<file path="config.mk">
export PLATFORM = sky130hd
export DESIGN_NAME = adder_accumulator
export DESIGN_NICKNAME = d
export VERILOG_FILES = /design/src/rtl/adder_acc_pkg.sv /design/src/rtl/pin_sync.sv /design/src/rtl/adder_accumulator.sv
export SDC_FILE = /design/constraint.sdc
export NUM_CORES = 1
export LEC_CHECK = 0
export ABC_AREA = 1
export ABC_CLOCK_PERIOD_IN_PS = 1700
export CORE_MARGIN = 3
export CORE_UTILIZATION = 50
export CTS_BUF_LIST = sky130_fd_sc_hd__clkbuf_4 sky130_fd_sc_hd__clkbuf_8 sky130_fd_sc_hd__clkbuf_16
export CTS_CLUSTER_SIZE = 40
export DETAILED_ROUTE_END_ITERATION = 16
export MAX_ROUTING_LAYER = met4
export PLACE_DENSITY = 0.78
export SETUP_SLACK_MARGIN = 0.05
export SYNTH_ARGS = -nofsm -noshare
export SYNTH_HDL_FRONTEND = slang
export SYNTH_SLANG_ARGS = --single-unit
</file>
<file path="constraint.sdc">
create_clock -name clk -period 1.7 [get_ports clk]
set_input_delay 0.34 -clock clk [delete_from_list [all_inputs] [get_ports clk]]
set_output_delay 0.34 -clock clk [all_outputs]
set_load 0.1 [all_outputs]
</file>
<file path="src/rtl/adder_acc_pkg.sv">
// rtl/adder_acc_pkg.sv - shared types and defaults for the adder accumulator
package adder_acc_pkg;

  typedef enum logic [1:0] {
    IDLE  = 2'd0,
    ACCUM = 2'd1,
    DONE  = 2'd2
  } state_t;

  localparam int SAMPLE_W      = 5;
  localparam int DEFAULT_BATCH = 4;
  localparam int DEFAULT_ACC_W = 8;

endpackage

</file>
<file path="src/rtl/pin_sync.sv">
// rtl/pin_sync.sv - two-flop pin synchroniser with optional rising-edge pulse
module pin_sync #(
  parameter bit RISE_EN = 1'b0
) (
  input  logic clk,
  input  logic rst_n,
  input  logic pin,
  output logic sync
);

  logic s1, s2;

  always_ff @(posedge clk or negedge rst_n) begin
    if (!rst_n) begin
      s1 <= 1'b0;
      s2 <= 1'b0;
    end else begin
      s1 <= pin;
      s2 <= s1;
    end
  end

  generate
    if (RISE_EN) begin : g_rise
      logic s3;
      always_ff @(posedge clk or negedge rst_n) begin
        if (!rst_n) s3 <= 1'b0;
        else        s3 <= s2;
      end
      // One-cycle pulse per synchronised rising edge; a held-high pin fires once.
      assign sync = s2 & ~s3;
    end else begin : g_level
      assign sync = s2;
    end
  endgenerate

endmodule

</file>
<file path="src/rtl/adder_accumulator.sv">
// rtl/adder_accumulator.sv - batches strobed 5-bit adder results into a wide accumulator
module adder_accumulator
  import adder_acc_pkg::*;
#(
  parameter int ACC_W = DEFAULT_ACC_W,
  parameter int BATCH = DEFAULT_BATCH,
  parameter int CNT_W = $clog2(BATCH + 1)
) (
  input  logic             clk,
  input  logic             rst_n,
  input  logic             ena,
  input  logic [3:0]       sum_in,
  input  logic             cout_in,
  input  logic             strobe_in,
  input  logic             clear_in,
  output logic [ACC_W-1:0] acc_out,
  output logic [CNT_W-1:0] count_out,
  output logic             done_out,
  output logic             busy_out,
  output logic             ovf_out
);

  localparam logic [CNT_W-1:0] BATCH_CNT = CNT_W'(BATCH);

  state_t           state, next_state;
  logic             pulse, clr, accept;
  logic [ACC_W:0]   sample_ext, sum_full;
  logic [ACC_W-1:0] acc_next;
  logic [CNT_W-1:0] count_next, count_inc;
  logic             ovf_next;

  pin_sync #(.RISE_EN(1'b1)) u_strobe_sync (
    .clk(clk), .rst_n(rst_n), .pin(strobe_in), .sync(pulse)
  );

  pin_sync #(.RISE_EN(1'b0)) u_clear_sync (
    .clk(clk), .rst_n(rst_n), .pin(clear_in), .sync(clr)
  );

  assign accept     = pulse & ena;
  assign sample_ext = {{(ACC_W + 1 - SAMPLE_W){1'b0}}, cout_in, sum_in};
  assign sum_full   = {1'b0, acc_out} + sample_ext;
  assign count_inc  = count_out + CNT_W'(1);

  always_ff @(posedge clk or negedge rst_n) begin
    if (!rst_n) state <= IDLE;
    else        state <= next_state;
  end

  // Clear dominates any pulse arriving in the same cycle.
  always_comb begin
    next_state = state;
    if (clr) begin
      next_state = IDLE;
    end else if (accept) begin
      case (state)
        IDLE:    next_state = (BATCH == 1) ? DONE : ACCUM;
        ACCUM:   if (count_inc == BATCH_CNT) next_state = DONE;
        default: next_state = state;
      endcase
    end
  end

  always_comb begin
    acc_next   = acc_out;
    count_next = count_out;
    ovf_next   = ovf_out;
    if (clr) begin
      acc_next   = '0;
      count_next = '0;
      ovf_next   = 1'b0;
    end else if (accept) begin
      case (state)
        IDLE: begin
          acc_next   = sample_ext[ACC_W-1:0];
          count_next = CNT_W'(1);
        end
        ACCUM: begin
          acc_next   = sum_full[ACC_W-1:0];
          count_next = count_inc;
          ovf_next   = ovf_out | sum_full[ACC_W];
        end
        default: ;
      endcase
    end
  end

  always_ff @(posedge clk or negedge rst_n) begin
    if (!rst_n) begin
      acc_out   <= '0;
      count_out <= '0;
      ovf_out   <= 1'b0;
      busy_out  <= 1'b0;
      done_out  <= 1'b0;
    end else begin
      acc_out   <= acc_next;
      count_out <= count_next;
      ovf_out   <= ovf_next;
      busy_out  <= (next_state == ACCUM);
      done_out  <= (next_state == DONE);
    end
  end

endmodule

</file>
==> key figures, run 1 <==
Run status
  • Status: finished, final reports clean

Setup path
  • R2R depth: 6
  • Worst flop-to-flop path endpoint: acc_out[1]
  • CP Class: in -> reg
  • Delay-heaviest family, CP: simple AND/OR/NAND/NOR gates
  • Worst path cell trace: clkdlybuf4s50_1 > ha_4 > inv_1 > nand2_1 > nand3_1 > nand2_1 > nand2_1 > nand2_1 > nand2_1 > nor2_1
  • Worst Path Max Fanout: 4
  • CP max stage cell: clkdlybuf4s50_1
  • Worst Setup End Kind: flip-flop
  • Most frequent CP cell: nand2_1
  • Arrival time at the worst endpoint: 1.81 ns
  • CP Launch Type: input pin
  • Worst reg2reg startpoint: acc_out[0]
  • R2r setup slk: 0.14 ns
  • Critical Path Max Stage Delay: 0.49 ns
  • CP Data Required Time: 1.95 ns
  • Critical path buffer and inverter count: 2

Placement
  • Routability congestion estimate: 0.8768
  • Post-DP HPWL: 2215 um
  • Dpl ws: -0.2783 ns
  • Quantity of I/O buffers inserted on ports: 23

Global routing
  • Gr usage total: 23.29%
  • Vias in the first global route: 1143
  • GRT Residual Overflow: 0
  • First-pass GRT wire length: 4761 um
  • Largest net degree at the start of global routing: 22
  • Initial antenna violation count: 0

Synth
  • Post-synth EDFFs: 0
  • Synth Flop Type: dfrtp_1
  • Top cells by count, synth: nand2_1, inv_1, dfrtp_1
  • Yosys warns: 0
  • Most common cell in the netlist: nand2_1
  • Post-synth top area cell: dfrtp_1
  • Mean Syn Cell Area: 7.697 um^2
  • Cell count after synthesis: 152
  • Yosys reg bits: 21
  • Top cell type's share of synthesized area: 44.92%
  • Sequential share of the synthesized area: 44.92%
  • Largest cells by area after synthesis: dfrtp_1, nand2_1, inv_1
  • Netlist cell types: 21
  • Asr flop ratio synth: 100.0%
  • Post-Syn Nets: 170
  • Mapped Area: 1170 um^2

Clock tree
  • Clk root buf: clkbuf_4
  • Clk Latency, worst-skew pair: 0.31 ns
  • Htree depth: 1
  • Clk buf depth: 2
  • CTS tree: yes
  • Clock sink count: 21
  • CTS Buf Count: 3
  • Clk slew on worst S/H paths: 0.12 ns

Layout
  • Multi-input gate area: 565.5 um^2
  • Fillers: 132
  • Registers with the most flip-flops: acc_out: 8 flops, count_out: 3 flops, state: 2 flops
  • Register area: 540.5 um^2
  • P&R area growth vs syn: 45.35%
  • # diodes: 0
  • Fin nets: 205
  • Layout cells sized above 1: 24.19%
  • Max FFs per register: 8
  • Top reg by flops: acc_out

STA
  • Fin. max-slew vios: 0
  • Final Hold Vio Count: 0
  • Final Worst Setup Slack: 0.1429 ns
  • Final Cycle Share: 91.60%
  • Highest Clock Rate: 0.6422 GHz
  • Unrepaired setup endpoints after global routing: true
  • Final setup viols: 0
  • Hold slack: 0.3540 ns
  • Slew HR: 81.36%
  • Fin crit period: 1.557 ns
  • Clock skew: 0.004000 ns
  • Tightest Pin Transition: 0.2793 ns

Power and ir drop
  • Peak supply drop: 0.0006186 V
  • P_leak: 0.0008579 uW
  • Power Dens Cells: 604.6 nW/um^2

Detailed routing
  • Drt wl/cell: 13.45 um
  • Via density: 5.188
  • Initial DRC count: 36
  • Drt total wl: 2865 um
  • Via count: 1105
  • Post-route antenna net violation count: 0
  • DRC viols: 0
  • Pre-antenna DRT Iters: 4

Floorplan
  • Io pins: 24
  • Die W: 54.37 um
  • Rows: 16
  • Total core area: 2082 um^2
  • Die area: 2956 um^2
  • Die H: 54.37 um
  • Initial Utilization: 56.19%

Min path
  • Hold crit path type: in -> async

Flow run
  • Max Cap Violations: 0
## layout make-up
cell class              count  area share (%)
repair buffers             30           24.94
clock buffers               4           1.766
well taps                  27           1.987
inverters                  28           6.255
multi-input cells         103           33.26
flip-flops and latches     21           31.79
## cell families after synthesis
| kind of cell | Yosys count | share of synthesized area, % |
|---|---|---|
| DFF | 21 | 44.92 |
| adders and majority gates | 8 | 9.198 |
| AOI/OAI and AO/OA | 21 | 9.732 |
| and+or+nand+nor | 73 | 26.20 |
| buffers and inverters | 28 | 9.091 |
| muxes | 1 | 0.8556 |
## metrics by stage
| step | TNS, ns | area (um^2) | instances | utilization [%] | total power (uW) |
|---|---|---|---|---|---|
| finish | 0 | 1700 | 213 | 81.67 | 1028 |
| global route | 0 | 1700 | 213 | 81.67 | 1068 |
| CTS | 0 | 1678 | 212 | 80.59 | 1020 |
| detailed placement | -1.620 | 1649 | 208 | 79.21 | 770.5 |
| global placement | -1.092 | 1649 | 208 | 79.21 | 762.5 |
| floorplan | 0 | 1200 | 152 | - | 663.2 |
## layout by cell type, fill, tap and decap left out, drive strengths merged
master / synthesis / routed
a21oi: 5 / 5
a22oi: 1 / 1
buf: 0 / 21
clkbuf: 0 / 4
clkdlybuf4s50: 0 / 7
clkinv: 1 / 1
dfrtp: 21 / 21
dlygate4sd2: 0 / 1
dlymetal6s2s: 0 / 1
fa: 1 / 1
ha: 7 / 7
inv: 27 / 27
mux2i: 1 / 1
nand2: 48 / 48
nand3: 9 / 9
nor2: 14 / 14
nor3: 1 / 1
o21ai: 13 / 13
o22ai: 2 / 2
or2: 1 / 1
## report_power, final
part           switching [uW]  internal, uW  total [uW]
logic                     142          90.5         232
registers                17.2           516         533
clock network             155           108         262
## what timing repair did
item	in CTS	in global routing
cloned	0	0
resized for setup	1	2
setup buffers	0	1
hold buffers	0	0
hold endpoints to repair	0	0
endpoints found under the setup margin	1	4
## layer usage
layer	up-vias	share of wire [%]	GRT usage, %	wire (um)
met4	0	1.1	7.469	32
met5	-	0	-	0
met1	520	41	25.95	1177
met2	42	52	41.83	1490
met3	4	5.7	4.087	164
li1	539	-	-	-
## how the worst max path moves through the flow
| stage | startpoint | to | slack [ns] | cells past startpoint |
|---|---|---|---|---|
| after floorplan | acc_out[0] | acc_out[6] | 0.02 | 9 |
| after global placement | sum_in[0] | acc_out[6] | -0.22 | 10 |
| after detailed placement | sum_in[0] | acc_out[6] | -0.28 | 10 |
| after CTS | sum_in[1] | acc_out[6] | 0.09 | 10 |
| after global routing | acc_out[0] | acc_out[6] | 0.04 | 10 |
| final | sum_in[2] | acc_out[5] | 0.14 | 10 |
## worst register-to-register path: stages, from the launching register on
cell and delay (ns):
dfrtp_4 0.51, ha_4 0.17, inv_1 0.06, fa_2 0.42
nand2_1 0.07, o21ai_0 0.09, o22ai_1 0.15
(Power assumes the default switching activity.)
==> inputs of run 2 (changes only) <==
Settings changed: PLACE_DENSITY 0.78 to unset, PLACE_DENSITY_LB_ADDON set to 0.12.
==> key figures, run 2 (same netlist as run 1, synthesis figures left out) <==
Layout
  • Final instance area: 1704 um^2 (was 1700 um^2)
  • Max FFs per register: 8 (unchanged)
  • P&R area growth vs syn: 45.67% (was 45.35%)
  • Layout cells sized above 1: 24.60% (was 24.19%)
  • # diodes: 0 (unchanged)
  • Top reg by flops: acc_out (unchanged)
  • Most common cell after layout, fill and taps aside: nand2_1 (unchanged)
  • Fin nets: 206 (was 205)
  • Fillers: 137 (was 132)
  • Most frequent cells in the layout: nand2_1, inv_1, buf_12 (unchanged)
  • Registers with the most flip-flops: acc_out: 8 flops, count_out: 3 flops, state: 2 flops (unchanged)

Floorplan
  • Initial Utilization: 56.19% (unchanged)
  • Io pins: 24 (unchanged)
  • Die H: 54.37 um (unchanged)
  • Total core area: 2082 um^2 (unchanged)
  • Die area: 2956 um^2 (unchanged)
  • Die W: 54.37 um (unchanged)
  • Rows: 16 (unchanged)

STA
  • Fin crit period: 1.530 ns (was 1.557 ns)
  • Final Worst Setup Slack: 0.1703 ns (was 0.1429 ns)
  • Highest Clock Rate: 0.6537 GHz (was 0.6422 GHz)
  • Final Cycle Share: 89.98% (was 91.60%)
  • Fin. max-slew vios: 0 (unchanged)
  • Final Hold Vio Count: 0 (unchanged)
  • Final setup viols: 0 (unchanged)
  • Tightest Pin Transition: 0.2683 ns (was 0.2793 ns)
  • Clock skew: 0.004285 ns (was 0.004000 ns)
  • Unrepaired setup endpoints after global routing: true (unchanged)
  • Slew HR: 82.07% (was 81.36%)

Detailed routing
  • DRC viols: 0 (unchanged)
  • Drt wl/cell: 12.69 um (was 13.45 um)
  • Via count: 1069 (was 1105)
  • Post-route antenna net violation count: 0 (unchanged)
  • Met3 wire length: 118 um (was 164 um)
  • Via density: 4.995 (was 5.188)
  • Drt total wl: 2716 um (was 2865 um)
  • Top sig layer: met4 (unchanged)
  • Initial DRC count: 21 (was 36)
  • Met2 routed WL: 1375 um (was 1490 um)
  • Met1 wire length: 1183 um (was 1177 um)
  • Pre-antenna DRT Iters: 4 (unchanged)

Clock tree
  • Clock sink count: 21 (unchanged)
  • Clk buf depth: 2 (unchanged)
  • Clk slew on worst S/H paths: 0.11 ns (was 0.12 ns)
  • Clk Latency, worst-skew pair: 0.31 ns (about the same)
  • CTS Buf Count: 3 (unchanged)
  • Htree depth: 1 (unchanged)
  • Post-cts hold buffer count: 0 (unchanged)
  • Clk root buf: clkbuf_4 (unchanged)
  • CTS tree: yes (unchanged)

Setup path
  • Worst Setup End Kind: flip-flop (unchanged)
  • CP max stage cell: clkdlybuf4s50_1 (unchanged)
  • Most frequent CP cell: nand2_1 (unchanged)
  • CP Class: in -> reg (unchanged)
  • Arrival time at the worst endpoint: 1.78 ns (was 1.81 ns)
  • Worst path cell trace: clkdlybuf4s50_1 > ha_1 > inv_1 > nand2_1 > nand3_1 > nand2_1 > nand2_1 > nand2_1 > nand2_1 > nor2_1 (was clkdlybuf4s50_1 > ha_4 > inv_1 > nand2_1 > nand3_1 > nand2_1 > nand2_1 > nand2_1 > nand2_1 > nor2_1)
  • Critical Path Max Stage Delay: 0.44 ns (was 0.49 ns)
  • CP Launch Type: input pin (unchanged)
  • Worst Path Max Fanout: 4 (unchanged)
  • CP Data Required Time: 1.95 ns (about the same)

Placement
  • Routability congestion estimate: 0.8724 (was 0.8768)
  • Dpl ws: -0.2680 ns (was -0.2783 ns)
  • Post-DP HPWL: 2161 um (was 2215 um)
  • Placed cell areas: 1657 um^2 (was 1649 um^2)
  • Quantity of I/O buffers inserted on ports: 23 (unchanged)

Global routing
  • First-pass GRT wire length: 4712 um (was 4761 um)
  • Vias in the first global route: 1072 (was 1143)
  • Largest net degree at the start of global routing: 22 (unchanged)
  • GRT Residual Overflow: 0 (unchanged)
  • Initial antenna violation count: 0 (unchanged)
  • Gr usage total: 23.22% (was 23.29%)

Flow run
  • Max Cap Violations: 0 (unchanged)

Power and ir drop
  • Peak supply drop: 0.0006674 V (was 0.0006186 V)
  • Power Dens Cells: 597.5 nW/um^2 (was 604.6 nW/um^2)
  • P_leak: 0.0008793 uW (was 0.0008579 uW)

Run status
  • Status: finished, final reports clean (unchanged)

Min path
  • Hold crit path type: in -> async (unchanged)
## run 2: final timing paths
check,slack [ns],from,endpoint,cells past startpoint
min in group clk,0.37,u_clear_sync.s1,u_clear_sync.sync,0
min,0.37,rst_n,acc_out[0],2
max,0.17,sum_in[2],acc_out[5],10
min reg2reg,0.37,u_clear_sync.s1,u_clear_sync.sync,0
max reg2reg,0.17,acc_out[0],acc_out[6],10
max in group asynchronous,1.09,rst_n,acc_out[1],2
## run 2: metal layers
metal  vias up  GRT usage, %
met1       501         27.85
met4         0         9.129
met2        23         39.04
met5         -             -
met3         4         3.542
li1        541             -
## run 2: repair_timing
item,CTS,global route
setup buffers,0,1
gates resized for setup,0,4
endpoints found under the hold margin,0,0
endpoints found under the setup margin,0,3
## run 2: report_power, final
group	switching [uW]	internal, uW	leakage, uW	total, uW
clock	148	108	0.0000184	256
sequential	16.4	516	0.000266	533
combinational	140	90.4	0.000595	230
total	304	714	0.000879	1020
## run 2: per-stage QoR
| step | std cells | total power (uW) | setup TNS [ns] | util, % | hold WS, ns |
|---|---|---|---|---|---|
| 6_report | 214 | 1018 | 0 | 81.85 | 0.3679 |
| 5_1_grt | 214 | 1079 | 0 | 81.85 | 0.3616 |
| 4_1_cts | 213 | 1027 | 0 | 81.01 | 0.3686 |
| 3_5_place_dp | 209 | 772.2 | -1.656 | 79.57 | 0.3426 |
| 3_3_place_gp | 209 | 764.2 | -1.139 | 79.57 | 0.3404 |
| 2_1_floorplan | 152 | 663.2 | 0 | - | 0.04441 |
## run 2: final cells by class
cell class                      count  area [um^2]  area share, %
Tap cell                           27        33.78          1.982
Clock buffer                        4        30.03          1.762
Timing Repair Buffer               31        435.4          25.55
Multi-Input combinational cell    103        558.0          32.75
Inverter                           28        106.4          6.241
Sequential cell                    21        540.5          31.72
## run 2: worst max-delay path: cells and delay by family
| family | cells | cell delay (ns) |
|---|---|---|
| and+or+nand+nor | 7 | 0.60 |
| buffers and inverters | 2 | 0.50 |
| adders and majority gates | 1 | 0.34 |
